File: src/rtl/cd_pkg.sv
// Shared definitions for the CD request arbiter: requester indices, FSM states,
// HPS request codes and the fixed-priority grant helpers.
package cd_pkg;

  localparam logic [1:0] REQ_TOC   = 2'd0;
  localparam logic [1:0] REQ_DATA  = 2'd1;
  localparam logic [1:0] REQ_AUDIO = 2'd2;

  typedef enum logic [1:0] {
    ST_IDLE  = 2'd0,
    ST_REQ   = 2'd1,
    ST_XFER  = 2'd2,
    ST_FLUSH = 2'd3
  } arb_state_e;

  localparam logic [15:0] HPS_TOC_FIRST_LAST  = 16'hD000;
  localparam logic [15:0] HPS_TOC_LENGTH      = 16'hD100;
  localparam logic [7:0]  HPS_TRACK_START_PFX = 8'hD2;

  // Audio outranks data, data outranks TOC.
  function automatic logic [1:0] prio_grant(input logic [2:0] valid);
    if (valid[REQ_AUDIO]) begin
      prio_grant = REQ_AUDIO;
    end else if (valid[REQ_DATA]) begin
      prio_grant = REQ_DATA;
    end else begin
      prio_grant = REQ_TOC;
    end
  endfunction

  function automatic logic [2:0] owner_mask(input logic [1:0] idx);
    owner_mask = 3'b001 << idx;
  endfunction

endpackage

File: src/rtl/cd_arb_watchdog.sv
// Loadable down-counter with expiry flag; the arbiter instantiates it only when
// CD_ARB_TIMEOUT_EN is defined.
module cd_arb_watchdog #(
  parameter int WIDTH = 24
) (
  input  logic             clk_sys,
  input  logic             nRESET,
  input  logic             load,
  input  logic [WIDTH-1:0] load_val,
  input  logic             run,
  output logic             expired
);

  logic [WIDTH-1:0] cnt_r;

  // Reload wins over counting; the counter parks at zero.
  always_ff @(posedge clk_sys) begin
    if (!nRESET) begin
      cnt_r <= '0;
    end else if (load) begin
      cnt_r <= load_val;
    end else if (run && (cnt_r != '0)) begin
      cnt_r <= cnt_r - WIDTH'(1);
    end else begin
      cnt_r <= cnt_r;
    end
  end

  assign expired = run && !load && (cnt_r == '0);

endmodule

File: src/rtl/cd_req_arbiter.sv
// CD request arbiter: grants one of three requesters onto the HPS sector channel
// and routes the returned words. Define CD_ARB_TIMEOUT_EN to add the watchdog.
module cd_req_arbiter
  import cd_pkg::*;
#(
  parameter logic [23:0] TIMEOUT_CYC = 24'd12_000_000
) (
  input  logic        clk_sys,
  input  logic        nRESET,
  input  logic [2:0]  req_valid,
  input  logic [15:0] req_type0,
  input  logic [15:0] req_type1,
  input  logic [15:0] req_type2,
  input  logic [10:0] req_len0,
  input  logic [10:0] req_len1,
  input  logic [10:0] req_len2,
  output logic [2:0]  req_done,
  output logic [2:0]  req_err,
  output logic [2:0]  buf_wr,
  output logic [15:0] buf_dout,
  output logic [10:0] buf_addr,
  output logic        busy,
  output logic [15:0] sd_req_type,
  output logic        sd_rd,
  input  logic        sd_ack,
  input  logic [15:0] sd_buff_dout,
  input  logic        sd_buff_wr
);

  arb_state_e  state_r;
  logic [1:0]  owner_r;
  logic [10:0] len_r;
  logic [10:0] cnt_r;
  logic        ack_q_r;
  logic        bwr_q_r;

  logic        ack_rise_s;
  logic        ack_fall_s;
  logic        bwr_rise_s;
  logic [10:0] cnt_inc_s;
  logic [1:0]  grant_s;
  logic [15:0] type_sel_s;
  logic [10:0] len_sel_s;
  logic        wd_expired_s;

  assign ack_rise_s = sd_ack & ~ack_q_r;
  assign ack_fall_s = ~sd_ack & ack_q_r;
  assign bwr_rise_s = sd_buff_wr & ~bwr_q_r;
  assign cnt_inc_s  = cnt_r + 11'd1;

  // Select the winning requester's code and length for latching at grant.
  always_comb begin
    grant_s = prio_grant(req_valid);
    case (grant_s)
      REQ_AUDIO: begin
        type_sel_s = req_type2;
        len_sel_s  = req_len2;
      end
      REQ_DATA: begin
        type_sel_s = req_type1;
        len_sel_s  = req_len1;
      end
      default: begin
        type_sel_s = req_type0;
        len_sel_s  = req_len0;
      end
    endcase
  end

`ifdef CD_ARB_TIMEOUT_EN
  logic bwr_fall_s;
  logic wd_load_s;
  logic wd_run_s;

  assign bwr_fall_s = ~sd_buff_wr & bwr_q_r;
  assign wd_run_s   = (state_r == ST_REQ) || (state_r == ST_XFER);
  // Held loaded outside REQ/XFER so the full budget is available on entry.
  assign wd_load_s  = !wd_run_s || ack_rise_s || ack_fall_s || bwr_rise_s || bwr_fall_s;

  cd_arb_watchdog #(
    .WIDTH (24)
  ) u_watchdog (
    .clk_sys  (clk_sys),
    .nRESET   (nRESET),
    .load     (wd_load_s),
    .load_val (TIMEOUT_CYC - 24'd1),
    .run      (wd_run_s),
    .expired  (wd_expired_s)
  );
`else
  logic unused_timeout;
  assign unused_timeout = ^TIMEOUT_CYC;
  assign wd_expired_s   = 1'b0;
`endif

  // Arbiter FSM with all outputs registered; pulses default low every cycle.
  always_ff @(posedge clk_sys) begin
    if (!nRESET) begin
      state_r     <= ST_IDLE;
      owner_r     <= REQ_TOC;
      len_r       <= 11'd0;
      cnt_r       <= 11'd0;
      ack_q_r     <= 1'b0;
      bwr_q_r     <= 1'b0;
      sd_rd       <= 1'b0;
      sd_req_type <= 16'h0000;
      req_done    <= 3'b000;
      req_err     <= 3'b000;
      buf_wr      <= 3'b000;
      buf_dout    <= 16'h0000;
      buf_addr    <= 11'd0;
      busy        <= 1'b0;
    end else begin
      ack_q_r  <= sd_ack;
      bwr_q_r  <= sd_buff_wr;
      req_done <= 3'b000;
      req_err  <= 3'b000;
      buf_wr   <= 3'b000;
      case (state_r)
        ST_IDLE: begin
          if (|req_valid) begin
            owner_r     <= grant_s;
            len_r       <= len_sel_s;
            sd_req_type <= type_sel_s;
            sd_rd       <= 1'b1;
            busy        <= 1'b1;
            state_r     <= ST_REQ;
          end
        end
        ST_REQ: begin
          if (wd_expired_s) begin
            req_err     <= owner_mask(owner_r);
            sd_rd       <= 1'b0;
            sd_req_type <= 16'h0000;
            busy        <= 1'b0;
            state_r     <= ST_IDLE;
          end else if (ack_rise_s) begin
            sd_rd   <= 1'b0;
            cnt_r   <= 11'd0;
            state_r <= ST_XFER;
          end
        end
        ST_XFER: begin
          if (bwr_rise_s) begin
            buf_dout <= sd_buff_dout;
            buf_addr <= cnt_r;
            buf_wr   <= owner_mask(owner_r);
            cnt_r    <= cnt_inc_s;
          end
          // A word that completes the transfer outranks a simultaneous ack drop.
          if (bwr_rise_s && (cnt_inc_s == len_r)) begin
            req_done    <= owner_mask(owner_r);
            sd_req_type <= 16'h0000;
            state_r     <= ST_FLUSH;
          end else if (ack_fall_s || wd_expired_s) begin
            req_err     <= owner_mask(owner_r);
            sd_rd       <= 1'b0;
            sd_req_type <= 16'h0000;
            busy        <= 1'b0;
            state_r     <= ST_IDLE;
          end
        end
        ST_FLUSH: begin
          if (!sd_ack) begin
            busy    <= 1'b0;
            state_r <= ST_IDLE;
          end
        end
        default: begin
          sd_rd       <= 1'b0;
          sd_req_type <= 16'h0000;
          busy        <= 1'b0;
          state_r     <= ST_IDLE;
        end
      endcase
    end
  end

endmodule

File: config.mk
export PLATFORM = sky130hd
export DESIGN_NAME = cd_req_arbiter
export DESIGN_NICKNAME = d
export VERILOG_FILES = /design/src/rtl/cd_pkg.sv /design/src/rtl/cd_arb_watchdog.sv /design/src/rtl/cd_req_arbiter.sv
export SDC_FILE = /design/constraint.sdc
export NUM_CORES = 1
export LEC_CHECK = 0
export BUFFER_PORTS_ARGS = -buffer_cell sky130_fd_sc_hd__buf_2
export CAP_MARGIN = 0
export CORE_MARGIN = 4
export CORE_UTILIZATION = 55
export CTS_BUF_LIST = sky130_fd_sc_hd__clkbuf_8
export DETAILED_ROUTE_END_ITERATION = 10
export PLACE_DENSITY = 0.88
export SKIP_LAST_GASP = 1
export SYNTH_ARGS = -nofsm -noshare
export SYNTH_HDL_FRONTEND = slang
export SYNTH_SLANG_ARGS = --single-unit
File: constraint.sdc
create_clock -name clk_sys -period 3.82 [get_ports clk_sys]
set_clock_uncertainty 0.05 [all_clocks]
set_input_delay 0.764 -clock clk_sys [delete_from_list [all_inputs] [get_ports clk_sys]]
set_output_delay 0.764 -clock clk_sys [all_outputs]
set_load 0.03 [all_outputs]
==> Word-level counts from Yosys, hierarchy flattened <==
Index checks and enable logic that the tools add are counted.
{ "word_totals": {"regBits": 82, "in_bits": 104} }
{ "classes": {"addsub": 1, "n_eq_ne": 13, "shifts": 1, "muxes": 24, "bitwise": 10, "n_reduce_logical": 16} }
{ "op_table": {"columns": ["operator", "count"], "rows": [
  ["$pmux 16 s2", 2],
  ["$mux 16", 3],
  ["$pmux 11 s2", 2],
  ["$mux 11", 2],
  ["$mux 2", 6],
  ["$ne 2x2->1 const B", 6],
  ["$reduce_and 3->1", 4],
  ["$add 11x1->11 const B", 1],
  ["$eq 11x11->1", 1],
  ["$reduce_and 5->1", 2],
  ["$pmux 2 s4", 1],
  ["$not 1->1", 7],
  ["$eq 2x2->1 const B", 3],
  ["$mux 1", 6],
  ["$pmux 1 s3", 2],
  ["$eq 2x1->1 const B", 2],
  ["$reduce_and 2->1", 2],
  ["$reduce_and 4->1", 1],
  ["$reduce_bool 2->1", 2],
  ["$reduce_or 4->1", 1],
  ["$and 1x1->1", 3],
  ["$ne 3x3->1 const B", 1],
  ["$reduce_bool 3->1", 1],
  ["$reduce_or 3->1", 1],
  ["other kinds (3)", 3]
]} }

==> Logic depth before layout (Yosys ltp) <==
{ "logic_depth": {"depth_word": 6, "ltp_mapped": 10} }

==> Worst setup path before layout <==
OpenSTA, ideal clock, no wires.
{ "synth_path": {"kind": "register to register", "start": "register cnt_r[0]", "end": "register sd_req_type[10]", "arrival_time_ns": 2.261, "setup_slack_ns": 1.372, "path_stages_with_launch": 10, "path_buffers": 1, "synth_period_minus_slack_ns": 2.448, "cell_sequence": "dfxtp_1 > ha_1 > nand3_2 > xnor2_1 > or3_4 > nor4_4 > a41oi_2 > nor2_4 > buf_12 > o22ai_2"} }
{ "synth_between": {"elab_chain_len": 5} }
{ "synth_lines": {"columns": ["item", "line_no", "source"], "rows": [
  ["from (decl)", "cd_req_arbiter.sv:33", "logic [10:0] cnt_r;"],
  ["from (signal assigned)", "cd_req_arbiter.sv:148", "cnt_r <= cnt_inc_s;"],
  ["$add 11x1->11 *", "cd_req_arbiter.sv:49", "assign cnt_inc_s = cnt_r + 11'd1;"],
  ["$eq 11x11->1 *", "cd_req_arbiter.sv:151", "if (bwr_rise_s && (cnt_inc_s == len_r)) begin"],
  ["$logic_and 1x1->1 *", "cd_req_arbiter.sv:151", null],
  ["$ne 3x3->1 (no source line) / $mux 16 (equally long branches)", null, null],
  ["$reduce_and 3->1 (no source line) / $pmux 16 s2 (equally long branches)", null, null],
  ["to (signal assigned)", "cd_req_arbiter.sv:124", "sd_req_type <= type_sel_s;"],
  ["to (decl)", "cd_req_arbiter.sv:23", "output logic [15:0] sd_req_type,"]
]} }
Every way passes the cells marked *; elsewhere a longest branch is shown, timed or not.
A chain may end at the register's enable or synchronous reset.

==> Final worst setup path <==
{ "layout_path": {"start": "register cnt_r[0]", "end": "register sd_req_type[0]"} }
Same word-level chain as after synthesis.

==> summary.txt <==
Outcome
  • Outcome: complete, no violations

Clocking
  • Clock buffer depth: 2
  • H-tree level count: 3
  • Worst-Skew Late Latency: 350 ps
  • # Post-CTS Setup Buffers: 0
  • Clock-pin slew on the worst setup and hold paths: 80 ps
  • CTS root buf: clkbuf_8
  • Number of hold buffers added after CTS: 0
  • Post_cts resized: 0
  • CTS tree: yes
  • # clock sinks: 82
  • CTS Buf Count: 9

Timing
  • Final setup violating endpoints: 0
  • Final hold violations: 0
  • Fmax: 344.9 MHz
  • Worst-Margin Slew: 884.1 ps
  • Fin crit share: 75.91%
  • Setup TNS Final: 0 ps
  • Max-slew headroom: 40.88%
  • Final min period: 2900 ps
  • Hold WS: 404.2 ps
  • Pins Over Slew Limit: 0
  • RSZ-0062 raised after global routing: no

Power
  • Flop pwr share: 40.6%
  • Logic pwr share: 38.4%
  • Switching Share: 39.73%
  • VDD IR max: 0.0004199 V
  • Leak: 2.242 nW
  • Cell-internal power: 1.581 mW
  • Switching power: 1.043 mW
  • Clk pwr share: 21.0%
  • P per Cell Area: 517.0 nW/um2

Final layout
  • Nets@finish: 754
  • Diode count: 0
  • Synth-to-layout area growth: 21.73%
  • Fillers: 654
  • Fin cells: 748
  • Register area: 1642 um2
  • Final Core Density: 69.60%
  • Area occupied by multi-input gates: 2288 um2
  • Share of post-route cells with drive strength above 1: 31.74%

Min path
  • Hold endpoint: buf_dout[5]
  • Min-delay src: buf_dout[5]
  • Hold Crit Depth: 2
  • Hold crit path type: register to register

Detailed routing
  • Drt pass-1 iters: 5
  • DR top layer: met4
  • Post-route ant nets: 0
  • DRC errors left: 0
  • Final wirelength: 10930 um
  • 1st-iter DRT viols: 215
  • Wire length per cell: 14.61 um
  • Via count: 4047
  • WL met3: 583 um
  • DR WL met2: 5639 um
  • DR vias/cell: 5.410
  • Met1 Wirelength: 4525 um

Critical path
  • Critical Path Start: cnt_r[0]
  • Kind of critical path: register to register
  • Worst reg-to-reg path cell count: 8
  • Startpoint Class: register
  • FF-to-FF setup slack: 920 ps
  • CP required: 3960 ps
  • CP arrival: 3040 ps
  • CP max FO: 16
  • Reg-to-Reg Start: cnt_r[0]
  • Setup crit end kind: register
  • R2R Path End: sd_req_type[0]

Synthesis
  • Leading area contributor after synthesis: dfxtp_1
  • Cell area after synthesis: 4169 um2
  • Register area share after synthesis: 39.38%
  • Number of synthesized register bits: 82
  • Number of library cell types mapped by synthesis: 64
  • Asr flop ratio synth: 0%
  • Post-synth EDFFs: 0
  • Mapped Cells: 506
  • Mapped Avg Cell Area: 8.239 um2
  • Syn_nets: 616
  • Top-area cell type share of the netlist area: 39.38%
  • Dominant synthesized flop cell: dfxtp_1
  • Ys Warns: 0
  • Top post-synthesis cells by area: dfxtp_1, a21oi_1, nand2_1, mux2i_1, nor2_1

Die
  • Initial Util: 57.17%
  • IO Count: 158
  • Num rows: 31
  • DIE WIDTH: 95.07 um
  • Chip Height: 95.07 um
  • Core area: 7292 um2
  • Die area: 9037 um2

Job
  • Maxcap violations: 0

Global routing
  • GRT overflow: 0
  • Initial antenna violation count: 0
  • Vias in the first global route: 3772
  • Largest net degree at the start of global routing: 58
  • GRT Overall Usage: 24.06%
  • First-pass GRT wire length: 17280 um

Placed design
  • Gpl congestion: 0.9207
  • Final HPWL DP: 8143 um
  • IO Port Bufs: 157
  • # placed instances: 732
[logic make-up (layout without fill, tap and decap cells)]
group	count (synthesis)	count (layout)	share of synthesized area (%)
buffers and inverters	42	185	5.733
AND/OR/NAND/NOR	206	206	23.53
multiplexers	27	27	6.513
adder cells (fa/ha/maj)	6	6	1.801
AO/OA/AOI/OAI	123	123	18.67
flip-flops	82	82	39.38
XOR/XNOR	20	20	4.382
[critical path: stages, from the launching register on]
cell and delay [ps]:
dfxtp_1 500, ha_1 360, nand3_2 190, xnor2_1 210, or3_4 340, nor4_4 330, a41oi_2 190, nor2_4 430
o22ai_1 150
[area by class of cell]
| class | count | share of cell area [%] |
|---|---|---|
| Inverter | 7 | 0.5178 |
| Multi-Input combinational cell | 382 | 45.09 |
| Sequential cell | 82 | 32.35 |
| Timing Repair Buffer | 162 | 16.22 |
| Clock inverter | 6 | 0.6657 |
| Clock buffer | 10 | 2.712 |
| Tap cell | 99 | 2.441 |
[power groups by stage]
stage	registers, mW	clock network [mW]	logic [mW]
final	1.07	0.550	1.01
after global placement	1.08	0	0.973
after global routing	1.08	0.596	1.10
after floorplan	1.22	0	0.656
after CTS	1.06	0.558	1.01
after detailed placement	1.08	0	0.999
[stage by stage]
step	total power [mW]	area (um2)	setup slack [ps]
global route	2.778	5075	771.3
CTS	2.626	5075	938.3
finish	2.624	5075	920.2
floorplan	1.871	4169	1372
detailed placement	2.080	4903	952.1
global placement	2.050	4903	1096
[per-layer routing]
metal	up-vias	global-route usage, %
met5	-	0
met4	0	7.212
met3	20	5.367
met2	119	41.92
met1	1890	29.52
li1	2018	-
[how the worst max path moves through the flow]
stage	to
3_3_place_gp	sd_req_type[2]
2_1_floorplan	sd_req_type[10]
5_1_grt	sd_req_type[0]
3_5_place_dp	sd_req_type[0]
6_report	sd_req_type[0]
4_1_cts	sd_req_type[0]
[layout by cell type, fill, tap and decap left out, types with 2 or more instances in the layout]
cell type,count
clkinv_2,3
a21oi_1,70
ha_1,6
clkinvlp_4,2
and2_1,2
nand3_1,7
xnor2_1,13
nor3b_1,2
o22ai_2,10
nor4_2,2
o21ai_0,17
nor3_1,10
mux2i_1,26
nor3_2,2
nor2_1,65
nand2_1,89
o31ai_1,4
nor2b_1,2
inv_1,8
buf_2,157
nand4_1,5
dfxtp_1,82
xor2_1,6
clkbuf_8,10
o22ai_1,6
nand2b_1,4
a22oi_1,2
buf_4,5
[cell usage after synthesis (all sizes together), types with 2 or more instances]
cell type	n
buf	19
o211ai	2
nor2	66
a22oi	2
a21oi	70
xnor2	14
or3	2
a41oi	2
o31ai	4
ha	6
o21ai	18
xor2	6
nor4	3
dfxtp	82
nor3	13
clkbuf	14
and2	2
nand2b	4
or4	2
nand4	6
mux2i	26
o22ai	16
nor2b	2
nor3b	2
nand2	89
nand3	8
inv	7
and4	2
[sequential cells by signal, summed over array words and instances, names as in the netlist]
signal       flops
ack_q_r          1
buf_addr        11
buf_dout        16
buf_wr           3
busy             1
bwr_q_r          1
cnt_r           11
len_r           11
owner_r          2
req_done         3
req_err          3
sd_rd            1
sd_req_type     16
state_r          2
Power figures use the tool's default switching activity.
